<file path="src/rtl/sig_capture_core.sv">
// Circular-buffer signal capture engine with pre-trigger window and pattern/edge trigger.
// Optional SIG_CAPTURE_TSTAMP_EN stores a saturating 16-bit timestamp alongside each sample.
module sig_capture_core #(
    parameter int unsigned CH_NUM   = 3,
    parameter int unsigned DEPTH    = 256,
    parameter int unsigned PRE_TRIG = 64,
    localparam int unsigned AW      = $clog2(DEPTH),
`ifdef SIG_CAPTURE_TSTAMP_EN
    localparam int unsigned DW      = CH_NUM + 16
`else
    localparam int unsigned DW      = CH_NUM
`endif
) (
    input  logic              clk_i,
    input  logic              rst_n_i,
    input  logic [CH_NUM-1:0] data_i,
    input  logic              arm_i,
    input  logic              abort_i,
    input  logic              trig_mode_i,
    input  logic [CH_NUM-1:0] trig_mask_i,
    input  logic [CH_NUM-1:0] trig_val_i,
    input  logic [AW-1:0]     rd_addr_i,
    output logic [DW-1:0]     rd_data_o,
    output logic              busy_o,
    output logic              triggered_o,
    output logic              done_o,
    output logic [AW-1:0]     trig_ptr_o
);

    typedef enum logic [2:0] {S_IDLE, S_FILL, S_WAIT, S_POST, S_DONE} state_t;

    localparam logic [AW-1:0] PRE_W     = AW'(PRE_TRIG);
    localparam logic [AW-1:0] FILL_LAST = AW'((PRE_TRIG == 0) ? 0 : PRE_TRIG - 1);
    localparam logic [AW-1:0] POST_LEN  = AW'(DEPTH - PRE_TRIG - 1);

    state_t            state, next_state;
    logic [AW-1:0]     wr_ptr, fill_cnt, post_cnt, rd_phys;
    logic [CH_NUM-1:0] prev;
    logic [DW-1:0]     wr_data;
    logic              wr_en, arm_go, trig_hit, trig_cond;
    logic              pat_hit, edge_hit;

    logic [DW-1:0] mem [DEPTH];

    assign pat_hit   = ((data_i ^ trig_val_i) & trig_mask_i) == '0;
    assign edge_hit  = |(trig_mask_i & (prev ^ data_i) & ~(data_i ^ trig_val_i));
    assign trig_cond = trig_mode_i ? edge_hit : pat_hit;

    assign busy_o = (state == S_FILL) || (state == S_WAIT) || (state == S_POST);
    assign done_o = (state == S_DONE);

    always_ff @(posedge clk_i) begin
        if (!rst_n_i) state <= S_IDLE;
        else          state <= next_state;
    end

    always_comb begin
        next_state = state;
        wr_en      = 1'b0;
        arm_go     = 1'b0;
        trig_hit   = 1'b0;
        if (abort_i) begin
            next_state = S_IDLE;
        end else begin
            case (state)
                S_IDLE, S_DONE: begin
                    if (arm_i) begin
                        arm_go     = 1'b1;
                        next_state = (PRE_TRIG == 0) ? S_WAIT : S_FILL;
                    end
                end
                S_FILL: begin
                    wr_en = 1'b1;
                    if (fill_cnt == FILL_LAST) next_state = S_WAIT;
                end
                S_WAIT: begin
                    wr_en = 1'b1;
                    if (trig_cond) begin
                        trig_hit   = 1'b1;
                        next_state = (POST_LEN == '0) ? S_DONE : S_POST;
                    end
                end
                S_POST: begin
                    wr_en = 1'b1;
                    // post_cnt counts remaining writes, so the write with 1 left is the last
                    if (post_cnt == AW'(1)) next_state = S_DONE;
                end
                default: next_state = S_IDLE;
            endcase
        end
    end

    always_ff @(posedge clk_i) begin
        if (!rst_n_i) begin
            wr_ptr      <= '0;
            fill_cnt    <= '0;
            post_cnt    <= '0;
            prev        <= '0;
            triggered_o <= 1'b0;
            trig_ptr_o  <= '0;
        end else begin
            prev <= data_i;
            if (arm_go) begin
                wr_ptr   <= '0;
                fill_cnt <= '0;
            end else if (wr_en) begin
                wr_ptr <= wr_ptr + 1'b1;
                if (state == S_FILL) fill_cnt <= fill_cnt + 1'b1;
            end
            if (trig_hit)                     post_cnt <= POST_LEN;
            else if (wr_en && state == S_POST) post_cnt <= post_cnt - 1'b1;
            if (abort_i || arm_go) begin
                triggered_o <= 1'b0;
            end else if (trig_hit) begin
                triggered_o <= 1'b1;
                trig_ptr_o  <= wr_ptr;
            end
        end
    end

`ifdef SIG_CAPTURE_TSTAMP_EN
    logic [15:0] tstamp;

    always_ff @(posedge clk_i) begin
        if (!rst_n_i)                         tstamp <= '0;
        else if (arm_go)                      tstamp <= '0;
        else if (busy_o && (tstamp != '1))    tstamp <= tstamp + 1'b1;
    end

    assign wr_data = {tstamp, data_i};
`else
    assign wr_data = data_i;
`endif

    always_ff @(posedge clk_i) begin
        if (wr_en) mem[wr_ptr] <= wr_data;
    end

    assign rd_phys = trig_ptr_o - PRE_W + rd_addr_i;

    always_ff @(posedge clk_i) begin
        if (!rst_n_i) rd_data_o <= '0;
        else          rd_data_o <= mem[rd_phys];
    end

endmodule

</file>
<file path="config.mk">
export PLATFORM = sky130hd
export DESIGN_NAME = sig_capture_core
export DESIGN_NICKNAME = d
export VERILOG_FILES = /design/src/rtl/sig_capture_core.sv
export SDC_FILE = /design/constraint.sdc
export NUM_CORES = 1
export LEC_CHECK = 0
export ABC_CLOCK_PERIOD_IN_PS = 4000
export BUFFER_PORTS_ARGS = -buffer_cell sky130_fd_sc_hd__buf_4
export CELL_PAD_IN_SITES_DETAIL_PLACEMENT = 0
export CELL_PAD_IN_SITES_GLOBAL_PLACEMENT = 2
export CORE_MARGIN = 1.5
export CORE_UTILIZATION = 49
export DETAILED_ROUTE_END_ITERATION = 7
export PLACE_DENSITY = 0.88
export SLEW_MARGIN = 0
export SYNTH_ARGS = -nofsm -noshare
export SYNTH_HDL_FRONTEND = slang
export SYNTH_SLANG_ARGS = --single-unit
</file>
<file path="constraint.sdc">
create_clock -name clk_i -period 4 [get_ports clk_i]
set_input_delay 0 -clock clk_i [delete_from_list [all_inputs] [get_ports clk_i]]
set_output_delay 0 -clock clk_i [all_outputs]
set_load 0.03 [all_outputs]
</file>
== After elaboration in Yosys (flattened, before gate mapping) ==
Memory sizes are Yosys's and may differ from the RTL's. A register that Yosys moved wholly into a read port is not among the register bits.
Cells that the tools add are included.
W data, S select, Z words.

* Register bits after elaboration: 39
* Bits of input ports: 22
* Output and inout port bits: 14
* Memories kept: 1
* Bits in writable memories: 768
* Word-level logic and storage cells: 68

{| class="wikitable"
|+ Memories
! memory !! words !! width !! read ports !! clocked after memory_dff !! wr ports !! RTL line !! source
|-
| mem || 256 || 3 || 1 || 1 || 1 || 43 || <nowiki>logic [DW-1:0] mem [DEPTH];</nowiki>
|}

* Bitwise operators: 8
* Equal/unequal tests: 10
* Muxes and demuxes: 18
* Reduce and logical (&&, ||, !) cells: 18
* Add/sub/neg operators: 5

{| class="wikitable"
|+ Operators by type and width
! operator !! count
|-
| $add A8 B1 Y8 const B || 2
|-
| $mux W8 || 2
|-
| $mux W3 || 4
|-
| $pmux W3 S4 || 1
|-
| $mux W1 || 11
|-
| $reduce_or A2 Y1 || 5
|-
| $and A3 B3 Y3 || 3
|-
| $add A8 B8 Y8 || 1
|-
| $eq A8 B1 Y1 const B || 1
|-
| $eq A8 B6 Y1 const B || 1
|-
| $sub A8 B1 Y8 const B || 1
|-
| $sub A8 B7 Y8 const B || 1
|-
| $eq A3 B2 Y1 const B || 2
|-
| $logic_not A3 Y1 || 2
|-
| $reduce_or A3 Y1 || 2
|-
| $xor A3 B3 Y3 || 2
|-
| $ne A2 B1 Y1 const B || 2
|-
| $ne A2 B2 Y1 const B || 2
|-
| $reduce_and A2 Y1 || 2
|-
| $reduce_and A4 Y1 || 1
|-
| $eq A3 B1 Y1 const B || 1
|-
| $eq A3 B3 Y1 const B || 1
|-
| $logic_or A1 B1 Y1 || 3
|-
| $not A3 Y3 || 1
|-
| 4 further kinds || 5
|}

== Depth between registers and ports, before layout ==
* Word-level depth: 9
* Gate-level depth with buffers: 15
* Gate-level depth less buffers: 12

== Worst setup path before layout ==
Ideal clock, no wire load.

* Path kind: register to register
* Start point: register trig_ptr_o[0]
* End point: register rd_data_o[0] (read register of mem)
* Buffers on the path: 4
* Stages on the path, launching flop included: 12
* Arrival time: 3273 ps
* Period minus slack after synthesis: 3405 ps
* Library setup time: 132 ps
* Slack: 595 ps
* Required time: 3868 ps
* Path through: dfxtp_1 ha_1 ha_1 inv_1 fa_1 buf_4 buf_2 clkbuf_1 clkbuf_1 mux4_2 a2111oi_0 o31ai_1

* Cells in the longest elaborated chain, start to end: 2

{| class="wikitable"
|+ RTL lines
! element !! RTL line !! source
|-
| start, declared || 27 || <nowiki>output logic [AW-1:0] trig_ptr_o</nowiki>
|-
| start signal, assigned || 116 || <nowiki>trig_ptr_o <= wr_ptr;</nowiki>
|-
| $sub A8 B7 Y8 || 139 || <nowiki>assign rd_phys = trig_ptr_o - PRE_W + rd_addr_i;</nowiki>
|-
| $add A8 B8 Y8 || 139 ||
|-
| end, declared || 23 || <nowiki>output logic [DW-1:0] rd_data_o,</nowiki>
|}

Every way passes these cells.
A chain may end at the register's enable or synchronous reset.

== Worst setup path after layout ==
* Start point: register trig_ptr_o[1]
* End point: register rd_data_o[1] (read register of mem)

Same word-level chain as after synthesis.

==> reports/results.ini <==
[status]
outcome = finished clean

[synthesis]
synthTopCellsByArea = edfxtp_1 69%, mux4_2 11%, nor2_1 3.5%
ys_warn_count = 0
synth_compound_area_share_pct = 2.937
muxShareOfSynthArea_pct = 15.04
ys_ff_latch = 810
synth_cells = 1867
synth_top_area_share_pct = 69.39
synth_most_common_cell = edfxtp_1
synth_top_area_cell = edfxtp_1
syn-cell-area_sq_mm = 0.03323
synth_ff_type = edfxtp_1
synth_fa_ha_area_share_pct = 0.8132
syn-num-nets = 1910
synth-edff-count = 768
synth_xor_area_share_pct = 0.9374
synth_top_family_by_area = multiplexers
seq_area_frac_synth_pct = 71.92
async_flop_share_pct = 0
synth_commonest_cells = 768 x edfxtp_1, 313 x nor2_1, 163 x mux4_2, 78 x mux2i_1, 71 x nand2_1
synthSimpleGateAreaFrac_pct = 5.945
postSynthAreaPerCell_sq_um = 17.80
yosysUniqueCellTypes = 65

[detailed_routing]
drtPass1Iterations = 7
wirelength_um = 80200
dr_total_vias = 17730
wl_per_cell_um = 27.75
drt_iter0_drc = 2229
drcViolationCount = 0
vias_per_cell = 6.134
final_antenna_net_count = 0

[clocking]
cts_tree = done
post_cts_buffers = 0
clk_pin_slew_ns = 0.06
root_buffer = clkbuf_16
insertion_delay_ns = 0.65
numCtsBuffers = 81
clock-sinks = 810
htreeDepth = 3
cts_max_path_buffers = 3

[timing]
fin_crit_sh_pct = 96.82
fmaxAchievable_mhz = 258.2
rsz0062_at_grt = no
drv_slew = 0
setup_viol = 0
period_needed_ns = 3.873
slew_headroom_pct = 21.39
setup_slack_ns = 0.1272
holdWs_ns = 0.1856
fin_skew_ns = 0.02294
hold_violations = 0
worst-slew-pin-transition_ns = 1.179

[finish]
drive_gt1_share_pct = 20.62
final_core_util_pct = 55.84
syn_to_final_growth_pct = 12.84
nNetsFinal = 1993
antennaDiodeCount = 0

[placement]
portBuffers = 35
place.gp.congestion = 0.8667
hpwl_um = 48870
pre_cts_ws_ns = -0.1900

[floorplanning]
die_y_um = 263.4
initial_core_util_pct = 49.49
ios = 36
num_rows = 95
design.core.area_sq_mm = 0.06716
die_x_um = 263.4
die_area_sq_mm = 0.06940

[global_routing]
grt_antenna_before_repair = 2
grt_pass1_wl_um = 118100
grt_util_all_layers_pct = 23.26
grt_max_degree = 204
grt_pass1_vias = 17760
overflow = 0

[flow_run]
maxCapViolCount = 0

[setup_path]
worstPathRequired_ns = 4.53
arrival_ns = 4.40
endpoint_kind = flip-flop
worstSetupPathType = reg -> reg
cp-start-kind = flip-flop
path_max_fanout = 40

[power]
cellPowerDensity_mw_per_mm2 = 482.1
power_mw = 18.08
vdd_drop_max_mv = 0.3393
total_leakage_power_nw = 11.99

[min_path]
hp-class = in -> reg

-- flip-flops by register name, indices dropped and copies added, names as in the netlist --
register / count
fill_cnt: 8
mem: 768
post_cnt: 8
prev: 3
rd_data_o: 3
state: 3
trig_ptr_o: 8
triggered_o: 1
wr_ptr: 8
-- stage by stage --
step / setup TNS (ns) / area (sq um) / instances
detailed placement: -0.1900 / 34600 / 2729
CTS: 0 / 37490 / 2890
floorplan: 0 / 33230 / 1867
global route: 0 / 37500 / 2890
global placement: -0.2263 / 34600 / 2729
finish: 0 / 37500 / 2890
-- layout by cell type, fill, tap and decap left out, drive strengths merged, types with 4 or more instances in the layout --
cell         count
edfxtp         768
nor2           313
mux4           183
buf            103
clkbuf          95
mux2i           78
nand2           71
dfxtp           42
clkinv          36
a21oi           30
a221oi          23
o21ai           23
xor2            22
ha              20
inv             20
a211oi          19
nor3            17
nand3           15
nor2b           13
nand4           12
bufinv          12
dlygate4sd3     11
xnor2           11
and3             7
a22oi            7
a222oi           6
and2             5
a31oi            5
or3              4
nand2b           4
a21o             4
-- kinds of logic (layout without fill, tap and decap cells) --
| kind of cell | after synthesis | after routing |
|---|---|---|
| compound gates | 138 | 138 |
| fa+ha+maj | 21 | 21 |
| xor+xnor | 33 | 33 |
| flops | 810 | 810 |
| mux | 263 | 263 |
| simple gates | 472 | 472 |
| buf+inv | 130 | 280 |
-- where the power goes --
part | leakage [nW] | switching, mW | internal (mW)
Combinational | 3.39 | 0.531 | 0.353
Sequential | 7.24 | 0.0103 | 9.28
Clock | 1.35 | 3.31 | 4.59
Total | 12.0 | 3.85 | 14.2
-- per-layer routing --
metal	vias to the layer above	wire length [um]	GRT usage [%]
met3	135	6077	4.378
li1	7566	-	-
met5	-	10	0
met2	811	39400	37.64
met1	9213	32520	32.39
met4	2	2196	6.827
-- worst paths after layout --
check                 from           end  slack, ns  cells past startpoint
max          trig_ptr_o[1]  rd_data_o[1]       0.13                     14
min           rd_addr_i[7]  rd_data_o[1]       0.19                      6
max reg2reg  trig_ptr_o[1]  rd_data_o[1]       0.13                     14
min reg2reg    fill_cnt[6]   fill_cnt[6]       0.51                      2
-- timing repair --
item	in CTS	in global routing
hold buffers	11	0
setup endpoints to repair	1	1
resized for setup	2	1
gates cloned	0	0
hold endpoints to repair	164	0
-- final cells by class --
cell class                 count  area [sq um]
clock buffer                  95          2100
clock inverter                55         676.9
multi-input combinational    927          8650
timing repair buffer         114          1020
sequential                   810         23900
fill                        4990         29660
tap                          873          1092
inverter                      16         60.06
-- worst max-delay path: stages (launching register included) --
cell and delay (ns):
dfxtp_1 0.33, ha_1 0.31, ha_4 0.13, inv_1 0.05, fa_4 0.93, buf_12 0.27
buf_4 0.18, mux4_2 0.29, nor3_1 0.31, a2111oi_4 0.12, buf_4 0.19, o21ai_0 0.17
o31ai_1 0.09, a21oi_1 0.25, a221oi_2 0.10
No activity file was read; power rests on OpenSTA's default activity.
